File: src/rtl/redtin_pkg.sv
// Shared definitions for the readout path of the logic-analyzer capture core.
// Holds the readout FSM state type and the default word/address geometry, which
// the capture core uses as well, so both sides agree on buffer shape.
package redtin_pkg;

    localparam int unsigned DefaultDataWidth = 128;
    localparam int unsigned DefaultAddrWidth = 9;
    localparam logic [7:0]  DefaultSyncByte  = 8'hA5;

    typedef enum logic [2:0] {
        StIdle,
        StSync,
        StFetch,
        StLoad,
        StSend
    } state_e;

endpackage

File: src/rtl/redtin_word_serializer.sv
// Holds one capture word and presents it one byte at a time, MSB byte first.
// Ports:
//   clk, rst_n     clock, asynchronous active-low reset
//   load           capture word into the shift register, restart byte count
//   word           capture word to load
//   shift          current byte was accepted downstream; advance to the next
//   msb_byte       byte currently presented (top 8 bits of the shift register)
//   last_accepted  shift happened on the final byte of the word
module redtin_word_serializer
    import redtin_pkg::*;
#(
    parameter int unsigned DATA_WIDTH = DefaultDataWidth
) (
    input  logic                  clk,
    input  logic                  rst_n,
    input  logic                  load,
    input  logic [DATA_WIDTH-1:0] word,
    input  logic                  shift,
    output logic [7:0]            msb_byte,
    output logic                  last_accepted
);

    localparam int unsigned Bytes    = DATA_WIDTH / 8;
    localparam int unsigned IdxWidth = (Bytes > 1) ? $clog2(Bytes) : 1;
    localparam logic [IdxWidth-1:0] LastIdx = IdxWidth'(Bytes - 1);

    logic [DATA_WIDTH-1:0] shreg_q, shreg_d;
    logic [IdxWidth-1:0]   idx_q, idx_d;

    always_comb begin
        shreg_d = shreg_q;
        idx_d   = idx_q;
        if (load) begin
            shreg_d = word;
            idx_d   = '0;
        end else if (shift) begin
            shreg_d = shreg_q << 8;
            idx_d   = idx_q + IdxWidth'(1);
        end
    end

    always_ff @(posedge clk or negedge rst_n) begin
        if (!rst_n) begin
            shreg_q <= '0;
            idx_q   <= '0;
        end else begin
            shreg_q <= shreg_d;
            idx_q   <= idx_d;
        end
    end

    assign msb_byte      = shreg_q[DATA_WIDTH-1 -: 8];
    assign last_accepted = shift && (idx_q == LastIdx);

endmodule

File: src/rtl/redtin_readout.sv
// Capture-buffer readout: after a start request (with capture done) sends a sync
// byte, then sweeps every buffer address and streams each word MSB byte first
// over a valid/ready byte interface towards the host UART.
// Ports:
//   clk, rst_n   clock, asynchronous active-low reset
//   start        one-cycle dump request
//   cap_done     capture core done level; dropping it aborts the dump
//   read_addr    capture buffer read address
//   read_data    capture buffer data, valid one clock after read_addr changes
//   tx_data      byte to the UART, tx_valid/tx_ready handshake
//   busy         dump in progress
//   dump_done    one-cycle pulse after the final byte of a full dump is accepted
module redtin_readout
    import redtin_pkg::*;
#(
    parameter int unsigned DATA_WIDTH = DefaultDataWidth,
    parameter int unsigned ADDR_WIDTH = DefaultAddrWidth,
    parameter logic [7:0]  SYNC_BYTE  = DefaultSyncByte
) (
    input  logic                  clk,
    input  logic                  rst_n,
    input  logic                  start,
    input  logic                  cap_done,
    output logic [ADDR_WIDTH-1:0] read_addr,
    input  logic [DATA_WIDTH-1:0] read_data,
    output logic [7:0]            tx_data,
    output logic                  tx_valid,
    input  logic                  tx_ready,
    output logic                  busy,
    output logic                  dump_done
);

    state_e                state_q, state_d;
    logic [ADDR_WIDTH-1:0] addr_q, addr_d;
    logic                  done_q, done_d;

    logic       ser_load;
    logic       ser_shift;
    logic       ser_last;
    logic [7:0] ser_byte;
    logic       addr_last;

    assign addr_last = (addr_q == {ADDR_WIDTH{1'b1}});

    redtin_word_serializer #(
        .DATA_WIDTH(DATA_WIDTH)
    ) u_serializer (
        .clk          (clk),
        .rst_n        (rst_n),
        .load         (ser_load),
        .word         (read_data),
        .shift        (ser_shift),
        .msb_byte     (ser_byte),
        .last_accepted(ser_last)
    );

    always_comb begin
        state_d   = state_q;
        addr_d    = addr_q;
        done_d    = 1'b0;
        ser_load  = 1'b0;
        ser_shift = 1'b0;
        tx_valid  = 1'b0;
        tx_data   = 8'h00;
        unique case (state_q)
            StIdle: begin
                if (start && cap_done) begin
                    state_d = StSync;
                    addr_d  = '0;
                end
            end
            StSync: begin
                tx_valid = 1'b1;
                tx_data  = SYNC_BYTE;
                if (tx_ready) begin
                    state_d = cap_done ? StFetch : StIdle;
                end
            end
            // Address is already stable here; read_data lands one clock later.
            StFetch: begin
                state_d = cap_done ? StLoad : StIdle;
            end
            StLoad: begin
                ser_load = 1'b1;
                state_d  = cap_done ? StSend : StIdle;
            end
            StSend: begin
                tx_valid = 1'b1;
                tx_data  = ser_byte;
                if (tx_ready) begin
                    ser_shift = 1'b1;
                    // An abort still lets the presented byte complete first.
                    if (!cap_done) begin
                        state_d = StIdle;
                    end else if (ser_last) begin
                        if (addr_last) begin
                            state_d = StIdle;
                            done_d  = 1'b1;
                        end else begin
                            addr_d  = addr_q + ADDR_WIDTH'(1);
                            state_d = StFetch;
                        end
                    end
                end
            end
            default: state_d = StIdle;
        endcase
    end

    always_ff @(posedge clk or negedge rst_n) begin
        if (!rst_n) begin
            state_q <= StIdle;
            addr_q  <= '0;
            done_q  <= 1'b0;
        end else begin
            state_q <= state_d;
            addr_q  <= addr_d;
            done_q  <= done_d;
        end
    end

    assign read_addr = addr_q;
    assign busy      = (state_q != StIdle);
    assign dump_done = done_q;

endmodule

File: config.mk
export PLATFORM = sky130hd
export DESIGN_NAME = redtin_readout
export DESIGN_NICKNAME = d
export VERILOG_FILES = /design/src/rtl/redtin_pkg.sv /design/src/rtl/redtin_word_serializer.sv /design/src/rtl/redtin_readout.sv
export SDC_FILE = /design/constraint.sdc
export NUM_CORES = 1
export LEC_CHECK = 0
export ABC_AREA = 1
export CAP_MARGIN = 15
export CORE_MARGIN = 2
export CORE_UTILIZATION = 50
export CTS_CLUSTER_DIAMETER = 200
export DETAILED_ROUTE_END_ITERATION = 10
export GPL_ROUTABILITY_DRIVEN = 0
export PLACE_DENSITY = 0.92
export SLEW_MARGIN = 30
export SYNTH_ARGS = -nofsm -noshare
export SYNTH_HDL_FRONTEND = slang
export SYNTH_SLANG_ARGS = --single-unit
File: constraint.sdc
create_clock -name clk -period 2 [get_ports clk]
set_input_delay 0.6 -clock clk [delete_from_list [all_inputs] [get_ports clk]]
set_output_delay 0.6 -clock clk [all_outputs]
set_load 0.02 [all_outputs]
==> results of run 1 <==
[power by group]
part | internal [mW] | switching [mW]
clock | 1.62 | 1.32
sequential | 4.03 | 0.408
combinational | 1.72 | 2.34
[state kept, by name (all words and copies together), names as in the netlist]
register              count
read_addr                 9
state_q                   3
u_serializer.shreg_q    128
dump_done                 1
u_serializer.idx_q        4
[per-layer routing]
layer | GRT usage [%] | part of all wire [%]
met1 | 35.7 | 42
met2 | 41.2 | 47
met3 | 5.51 | 7.9
met4 | 8.63 | 2.3
met5 | 0 | 0
[final timing paths]
kind                                              to  slack, ns  cells after the start
max                                       tx_data[7]      -0.07                      6
min                        u_serializer.shreg_q[116]       0.06                      1
max reg2reg                             read_addr[1]       0.10                     14
min reg2reg                    u_serializer.idx_q[2]       0.50                      1
max in group asynchronous                 state_q[0]       1.28                      2
min in group clk               u_serializer.idx_q[2]       0.50                      1
[worst max-delay path: cells and delay by family, from the launching register on]
kind	cells	cell delay, ns
AND/OR/NAND/NOR	3	0.28
flip-flops	1	0.41
buffers and inverters	3	0.36
[area by class of cell]
type	instances	area (sq um)
repair buffers	192	1920
well taps	176	220
clock inverters	14	120
multi-input cells	412	2330
clock buffers	18	429
inverters	125	472
flip-flops and latches	145	3630
fillers	943	3970
[placed cells by master, fill, tap and decap left out, types with 2 or more instances in the layout]
cell type	synthesis	routed
a21oi_1	4	4
buf_12	0	10
buf_2	33	2
buf_4	2	35
buf_6	3	4
clkbuf_16	0	17
clkdlybuf4s50_1	0	132
clkinv_4	0	3
clkinvlp_4	0	3
dfrtp_1	145	144
dlygate4sd2_1	0	9
ha_2	0	2
inv_1	121	120
inv_2	4	4
inv_6	0	5
inv_8	0	2
nand2_1	189	186
nand2_2	1	3
nand2_4	2	3
nand3_1	40	38
nand3_4	2	3
nor2_1	25	23
nor2_4	1	2
o211ai_1	40	40
o21ai_0	17	14
o21ai_1	0	3
o221ai_1	80	80
xor2_1	2	2
[cell families (layout without fill, tap and decap cells)]
kind of cell | Yosys count | count (layout) | share of synthesized area (%)
xor gates and xnor gates | 2 | 2 | 0.265
buffers and inverters | 169 | 349 | 10.7
adders and majority gates | 3 | 3 | 0.567
DFF | 145 | 145 | 54.8
and+or+nand+nor | 263 | 263 | 16.6
AOI/OAI and AO/OA | 144 | 144 | 17.1
[metrics by stage]
| step | std cells | worst slack, ns |
|---|---|---|
| 4_1_cts | 1078 | -0.0497 |
| 5_1_grt | 1082 | -0.0996 |
| 3_5_place_dp | 1045 | -0.140 |
| 6_report | 1082 | -0.0702 |
| 2_1_floorplan | 726 | 0.00204 |
| 3_3_place_gp | 1045 | -0.108 |
[timing repair]
item | 4_1_cts | 5_1_grt
setup endpoints to repair | 23 | 19
gates resized for setup | 58 | 20
pin swaps | 0 | 4
hold endpoints to repair | 0 | 0
buffers inserted | 1 | 4
==> summary.md, run 1 <==
| Metric | Value |
|---|---|
| Outcome | `finished with violations` |
| Violations in the final reports | `negative setup slack` |
| Library cell with the largest summed area after synthesis | `dfrtp_1` |
| First-pass iteration count of the detailed router | `5` |
| Initial cell density of the core | `50.6%` |
| Post-route core utilization | `69.7%` |
| Number of design-rule violations left by the first detailed-router iteration | `645` |
| Distinct cell type count of the synthesized netlist | `26` |
| Setup slack of the critical path after layout | `-0.0702 ns` |
| Post-synthesis cell count | `726` |
| Initial antenna violation count | `0` |
| Largest net degree at the start of global routing | `51` |
| Total wirelength of the detailed-routed design | `17700 um` |
| Nets in the synthesized netlist | `862` |
| Total power density per cell area | `1260 nW/um^2` |
| Max-slew violation count | `0` |
| Post-route antenna net violation count | `0` |
| Via total after detailed routing | `5912` |
| Proportion of layout cells with a drive suffix above 1 | `11.4%` |
| Clock tree from TritonCTS | `yes` |
| Asr flop ratio synth | `100%` |
| Most frequently used flop master after synthesis | `dfrtp_1` |
| Die Width | `119 um` |
| Number of enable-type register cells in the synthesized netlist | `0` |
| R2r startpoint | `read_addr[1]` |
| Area of the core region | `13100 sq um` |
| Cells along the critical path | `buf_4 > nand2_4 > inv_2 > nand2_1 > nand2_1 > buf_6` |
| Proportion of synthesized chip area in sequential cells | `54.8%` |
| Largest stage delay on the critical path | `0.41 ns` |
| Total of warnings raised by yosys | `0` |
| Count of state elements after synthesis | `145` |
| Synthesized area | `6620 sq um` |
| Slowest stage cell, crit path | `dfrtp_1` |
| Number of hold-slack violations in the final timing report | `0` |
| Sum of overflow across all layers after global routing | `0` |
| Required @ worst endpoint | `1.40 ns` |
| Vias in the first global route | `5872` |
| Crit-path max FO | `10` |
| Post-detailed-route wirelength per cell | `16.4 um` |
| I/O Buffers | `152` |
| Setup TNS | `-0.160 ns` |
| Slew at the pin closest to its max-slew limit | `0.411 ns` |
| Clk_skew | `0.0105 ns` |
| Via-per-instance ratio | `5.46` |
| Bufs on Longest Clock Path | `2` |
| Growth of design area from synthesis to finish | `37.8%` |
| Cell area after layout | `9120 sq um` |
| Avg Cell Area, Syn | `9.11 sq um` |
| Most area-consuming cells after synthesis | `dfrtp_1 55%, nand2_1 11%, o221ai_1 11%` |
| Number of nets in the finished design | `1029` |
| Worst hold margin | `0.0591 ns` |
| Most frequent cell after synthesis | `nand2_1` |
| Crit path DAT | `1.47 ns` |
| Overall fraction of global-route tracks in use | `25.9%` |
| Standard-cell rows | `42` |
| Register clock-pin slew on the reported worst setup and hold paths | `0.07 ns` |
| Sort of element at the start of the critical path | `register` |
| HP Class | `input pin to asynchronous set/reset pin` |
| Setup repair after global routing missed its margin | `true` |
| Cell area after placement | `8520 sq um` |
| Number of hold buffers added after CTS | `0` |
| DRC violation count after routing | `0` |
| IR Drop Worst-Case VDD | `0.688 mV` |
| Max-Slew Margin vs Limit | `72.6%` |
| Count of maximum capacitance violations | `0` |
| Top post-synthesis cells by count | `189 x nand2_1, 145 x dfrtp_1, 121 x inv_1` |
| Element type at the critical path end | `primary output` |
| Final worst-path cycle share | `104%` |
| Number of I/O pins | `153` |
| Number of clock sinks seen by CTS | `145` |
| Peak clock frequency supported by timing | `483 MHz` |
| Setup violations, final | `5` |
| Most Frequent Cell on Critical Path | `nand2_1` |
| Die ar. | `14200 sq um` |
| Root buffer cell | `clkbuf_16` |
| PnR Total Power | `11.5 mW` |
| Critical setup path kind | `register to primary output` |
| Leakage Power | `4.00 nW` |
| Clock insertion delay at the later pin of the skew report | `0.42 ns` |
| Global-route wire length before repair | `29000 um` |
| Detailed placement HPWL | `12400 um` |
| Origin of the worst setup path | `state_q[2]` |
| Die height | `119 um` |
| Antenna Cells | `0` |
| Htree depth | `4` |
| TritonCTS buffer count | `17` |
| Final critical delay including setup and external delays | `2.07 ns` |
| Fraction of synthesized cell area taken by the top area cell type | `54.8%` |
Power figures use the tool's default switching activity.
==> run 2: changes to the inputs <==
--- a/config.mk
+++ b/config.mk
@@ -6,6 +6,7 @@
 export NUM_CORES = 1
 export LEC_CHECK = 0
 export ABC_AREA = 1
+export ABC_CLOCK_PERIOD_IN_PS = 2000
 export CAP_MARGIN = 15
 export CORE_MARGIN = 2
 export CORE_UTILIZATION = 50
==> results of run 2 <==
Final layout, timing and power as in run 1 (identical DEF).
